**config.mk**
```make
export PLATFORM = sky130hd
export DESIGN_NAME = bus_grant_ctrl
export DESIGN_NICKNAME = d
export VERILOG_FILES = /design/src/rtl/bus_grant_ctrl.sv
export SDC_FILE = /design/constraint.sdc
export NUM_CORES = 1
export LEC_CHECK = 0
export ABC_CLOCK_PERIOD_IN_PS = 1900
export BUFFER_PORTS_ARGS = -buffer_cell sky130_fd_sc_hd__buf_4
export CORE_ASPECT_RATIO = 1.1
export CORE_MARGIN = 5
export CORE_UTILIZATION = 40
export CTS_CLUSTER_DIAMETER = 150
export DETAILED_ROUTE_END_ITERATION = 10
export GPL_TIMING_DRIVEN = 0
export PLACE_DENSITY = 0.63
export RECOVER_POWER = 50
export SYNTH_ARGS = -nofsm -noshare
export SYNTH_HDL_FRONTEND = slang
export SYNTH_SLANG_ARGS = --single-unit
```
**constraint.sdc**
```tcl
create_clock -name clock -period 1.9 [get_ports clock]
set_input_delay 0.095 -clock clock [delete_from_list [all_inputs] [get_ports clock]]
set_output_delay 0.095 -clock clock [all_outputs]
set_load 0.005 [all_outputs]
```
**src/rtl/bus_grant_ctrl.sv**
```systemverilog
// Bus ownership arbiter for IFU reads, EXU loads and EXU stores on a shared bus.
// It adds IFU anti-starvation, release on R/B completion and a hold-time watchdog.
module bus_grant_ctrl #(
    parameter int unsigned TIMEOUT_CYCLES = 1023,
    parameter int unsigned STARVE_LIMIT   = 4
) (
    input  logic clock,
    input  logic reset,
    input  logic ifu_req_i,
    input  logic exu_rd_req_i,
    input  logic exu_wr_req_i,
    input  logic rvalid_i,
    input  logic rready_i,
    input  logic rlast_i,
    input  logic bvalid_i,
    input  logic bready_i,
    output logic gnt_ifu_o,
    output logic gnt_exu_rd_o,
    output logic gnt_exu_wr_o,
    output logic busy_o,
    output logic timeout_o
);

    typedef enum logic [1:0] {
        IDLE    = 2'd0,
        OWN_IFU = 2'd1,
        OWN_EXR = 2'd2,
        OWN_EXW = 2'd3
    } state_t;

    localparam logic [3:0]  STARVE_LIM_C = 4'(STARVE_LIMIT);
    localparam logic [15:0] HOLD_LAST_C  = 16'(TIMEOUT_CYCLES - 1);

    state_t      state_r;
    state_t      state_nxt_s;
    logic [3:0]  streak_r;
    logic [3:0]  streak_nxt_s;
    logic [3:0]  streak_inc_s;
    logic [15:0] hold_r;
    logic [15:0] hold_nxt_s;
    logic        timeout_r;
    logic        timeout_nxt_s;
    logic        r_done_s;
    logic        b_done_s;
    logic        done_s;

    // Arbitration decision, completion detection and watchdog next-state logic.
    always_comb begin
        state_nxt_s   = state_r;
        streak_nxt_s  = streak_r;
        hold_nxt_s    = hold_r;
        timeout_nxt_s = 1'b0;
        done_s        = 1'b0;
        r_done_s      = rvalid_i & rready_i & rlast_i;
        b_done_s      = bvalid_i & bready_i;

        if (streak_r == 4'd15) begin
            streak_inc_s = 4'd15;
        end else begin
            streak_inc_s = streak_r + 4'd1;
        end

        case (state_r)
            IDLE: begin
                hold_nxt_s = 16'd0;
                // A starved IFU wins outright; otherwise stores, then loads, then fetches.
                if (ifu_req_i && (streak_r == STARVE_LIM_C)) begin
                    state_nxt_s  = OWN_IFU;
                    streak_nxt_s = 4'd0;
                end else if (exu_wr_req_i) begin
                    state_nxt_s  = OWN_EXW;
                    streak_nxt_s = ifu_req_i ? streak_inc_s : 4'd0;
                end else if (exu_rd_req_i) begin
                    state_nxt_s  = OWN_EXR;
                    streak_nxt_s = ifu_req_i ? streak_inc_s : 4'd0;
                end else if (ifu_req_i) begin
                    state_nxt_s  = OWN_IFU;
                    streak_nxt_s = 4'd0;
                end else begin
                    state_nxt_s  = IDLE;
                end
            end
            OWN_IFU, OWN_EXR: begin
                done_s = r_done_s;
            end
            OWN_EXW: begin
                done_s = b_done_s;
            end
            default: begin
                state_nxt_s = IDLE;
            end
        endcase

        // Completion takes precedence over an expiring watchdog in the same cycle.
        if (state_r != IDLE) begin
            if (done_s) begin
                state_nxt_s = IDLE;
                hold_nxt_s  = 16'd0;
            end else if (hold_r == HOLD_LAST_C) begin
                state_nxt_s   = IDLE;
                hold_nxt_s    = 16'd0;
                timeout_nxt_s = 1'b1;
            end else begin
                hold_nxt_s = hold_r + 16'd1;
            end
        end else begin
            done_s = 1'b0;
        end
    end

    // State, starvation streak, hold counter and timeout pulse registers.
    always_ff @(posedge clock) begin
        if (reset) begin
            state_r   <= IDLE;
            streak_r  <= 4'd0;
            hold_r    <= 16'd0;
            timeout_r <= 1'b0;
        end else begin
            state_r   <= state_nxt_s;
            streak_r  <= streak_nxt_s;
            hold_r    <= hold_nxt_s;
            timeout_r <= timeout_nxt_s;
        end
    end

    assign gnt_ifu_o    = (state_r == OWN_IFU);
    assign gnt_exu_rd_o = (state_r == OWN_EXR);
    assign gnt_exu_wr_o = (state_r == OWN_EXW);
    assign busy_o       = (state_r != IDLE);
    assign timeout_o    = timeout_r;

endmodule

```
==> reports/results.ini <==
[pwr]
intPower_uw=668
p_clk_share_pct=24.0
combPwrFrac_pct=19.9
fin_total_pwr_uw=928
p_sw_uw=260
pwr-share-seq_pct=56.1
swShare_pct=28.0
peakVddDrop_uv=405
p_leak_nw=0.519
power.density_nw_per_um2=676

[route]
viasPerCell=5.39
drc=0
num_vias=1014
dr.pass1.iters=4
wl_um=2390
ant_nets=0
dr.first_iter.drc_count=44
wl_per_cell_um=12.7

[global_routing]
grt_antenna_before_repair=0
grt_pass1_vias=981
grt_pass1_wl_um=4120
overflow=0
grt_usage_pct=13.1
grt_max_degree=13

[hold_path]
min_to=streak_r[2]
whs_path_depth=3
hp-class=in2reg
min_from=exu_wr_req_i

[clock_network]
cts_buffer_depth=2
worstSkewPairLatency_ps=310
clk_pin_slew_ps=120
cts_made_buffers=3
numClockSinks=23
cts_root_buf=clkbuf_4
cts_tree=built
htree_levels=1

[worst_setup_path]
r2r_start=hold_r[6]
rr_worst_depth=4
crit_chain=nand4_2 -> or3_4 -> or4_1 -> a21oi_1
worst-setup-path-type=reg2reg
cp_max_fo=5
r2r-end=hold_r[15]
rrSetupSlack_ps=150
cp.buffers_inverters=0
cp_slowest_stage_delay_ps=470
cp_data_required_time_ps=2150
critical_path.top_delay_family=simple AND/OR/NAND/NOR gates
cp.arrival_ps=2000
startpoint_type=flop
cpMaxStageDelayCell=or4_1
crit_path_start=hold_r[6]
worst_setup_path_end_kind=flop

[outcome]
status=finished clean

[placement]
hpwl_um=1830
routabilityCongestion=0.757
portBuffers=14

[sta]
max_slew_margin_pct=79.7
setup_viol=0
period_minus_slack_ps=1750
worst_slew_pin_slew_ps=301
final_max_slew_viol_count=0
clock_skew_ps=4.52
fin_crit_sh_pct=91.9
hold_viol=0
rsz0062_at_grt=false
fmax_mhz=573
setup_tns_ps=0

[finish]
fin_util_pct=49.0
antenna_cells=0
nNetsFinal=175
syn_to_final_growth_pct=15.8
multiInputGateArea_um2=691
n_fill_cell=288
drive_above_1_share_pct=16.1
register_area_um2=460

[synth]
yosysTopAreaCell=dfxtp_1
synthTopCellsByArea=dfxtp_1 39%, ha_1 9.5%, nor2_1 4.8%
synthArstFlopShare_pct=0
syn_nets=156
synth_cells=137
ys_warn_count=0
synth-edff-count=0
netlist_area_um2=1180
synth.yosys.seq_area_share_pct=38.9
avgSynthCellArea_um2=8.65
ys.flop_type=dfxtp_1
ys_ff_latch=23
synth_cell_type_count=33
synth_top_area_share_pct=38.9

[floorplanning]
ios=15
die_w_um=61.9
die_area_um2=4150
start_util_pct=42.3
die_h_um=67.1
rows=20
core-area_um2=2800

[flow_run]
maxCapViolCount=0

## registers in the layout, indices dropped and copies added, names as in the netlist
name,flops
hold_r,16
state_r,2
timeout_o,1
streak_r,4
## metrics by stage
step           setup slack [ps]  cell area (µm²)  hold WS [ps]  std cells
4_1_cts                     102             1370           121        188
3_5_place_dp               -251             1330           307        184
6_report                    154             1370           128        188
2_1_floorplan               105             1180           164        137
5_1_grt                    2.56             1370           132        188
3_3_place_gp               -196             1330           314        184
## synth_stat cells, drive strengths merged (2+ instances only)
| cell type | number |
|---|---|
| clkbuf | 2 |
| nand3b | 2 |
| nand4 | 4 |
| ha | 9 |
| nand3 | 7 |
| xnor2 | 5 |
| and3 | 3 |
| o31ai | 2 |
| o2111ai | 2 |
| xor2 | 6 |
| or2 | 2 |
| nor3 | 4 |
| nor2 | 15 |
| nand4b | 2 |
| or3 | 4 |
| o21ai | 3 |
| nor4b | 2 |
| nand2 | 12 |
| and4 | 3 |
| or4 | 2 |
| dfxtp | 23 |
| inv | 9 |
| a21oi | 8 |
## worst min-delay path, cell delays in order
cell and delay, ps:
buf_4 80, or3_1 130, a311oi_1 90
## cells in the final DEF (no fill, tap or decap), drive strengths merged, types with 2 or more instances in the layout
cell	instances
xor2	6
dfxtp	23
or2	2
nor3	4
xnor2	5
and4	3
nand4	4
nor2	15
buf	10
a21oi	8
nand3b	2
inv	9
ha	9
and3	3
o21ai	3
nand3	7
clkbuf	9
nor4b	2
or4	2
nand4b	2
o2111ai	2
nand2	12
o31ai	2
or3	4
## routing by layer
metal | track usage, % | up-vias | wire length [µm]
met5 | 0 | - | 0
met4 | 5.57 | 0 | 34
met3 | 1.74 | 4 | 62
met2 | 23.7 | 14 | 1270
met1 | 14.7 | 474 | 1030
li1 | - | 522 | -
## cell families after synthesis
| kind of cell | after synthesis | synth area share [%] |
|---|---|---|
| adders and majority gates | 9 | 9.50 |
| buffers and inverters | 11 | 3.48 |
| and+or+nand+nor | 64 | 30.0 |
| DFF | 23 | 38.9 |
| AOI/OAI and AO/OA | 19 | 10.0 |
| xor gates and xnor gates | 11 | 8.13 |
## area by class of cell
class	count	area share (%)
inverter	9	2.46
timing repair buffer	15	8.39
multi-input combinational	103	50.3
clock buffer	4	1.91
buffer	1	0.365
tap	33	3.01
sequential	23	33.5
## worst max path at each step
stage / depth (start not counted) / endpoint / slack (ps)
global placement: 8 / hold_r[7] / -200
finish: 4 / hold_r[15] / 150
detailed placement: 8 / hold_r[6] / -250
global route: 7 / hold_r[9] / 3
floorplan: 8 / hold_r[10] / 100
CTS: 7 / hold_r[9] / 100
## power by group through the flow
stage          Combinational (mW)  Clock (mW)  Sequential (mW)
5_1_grt                     0.211       0.257            0.526
4_1_cts                     0.187       0.231            0.521
2_1_floorplan               0.113           0            0.528
3_3_place_gp                0.180           0            0.530
3_5_place_dp                0.184           0            0.532
6_report                    0.185       0.223            0.520
## timing repair
action | 4_1_cts | 5_1_grt
pin swaps | 0 | 0
resized for setup | 2 | 2
endpoints found under the hold margin | 4 | 0
hold buffers | 1 | 0
buffers inserted | 0 | 0
endpoints found under the setup margin | 10 | 10
Note: power is estimated with default switching activity, not from simulation.
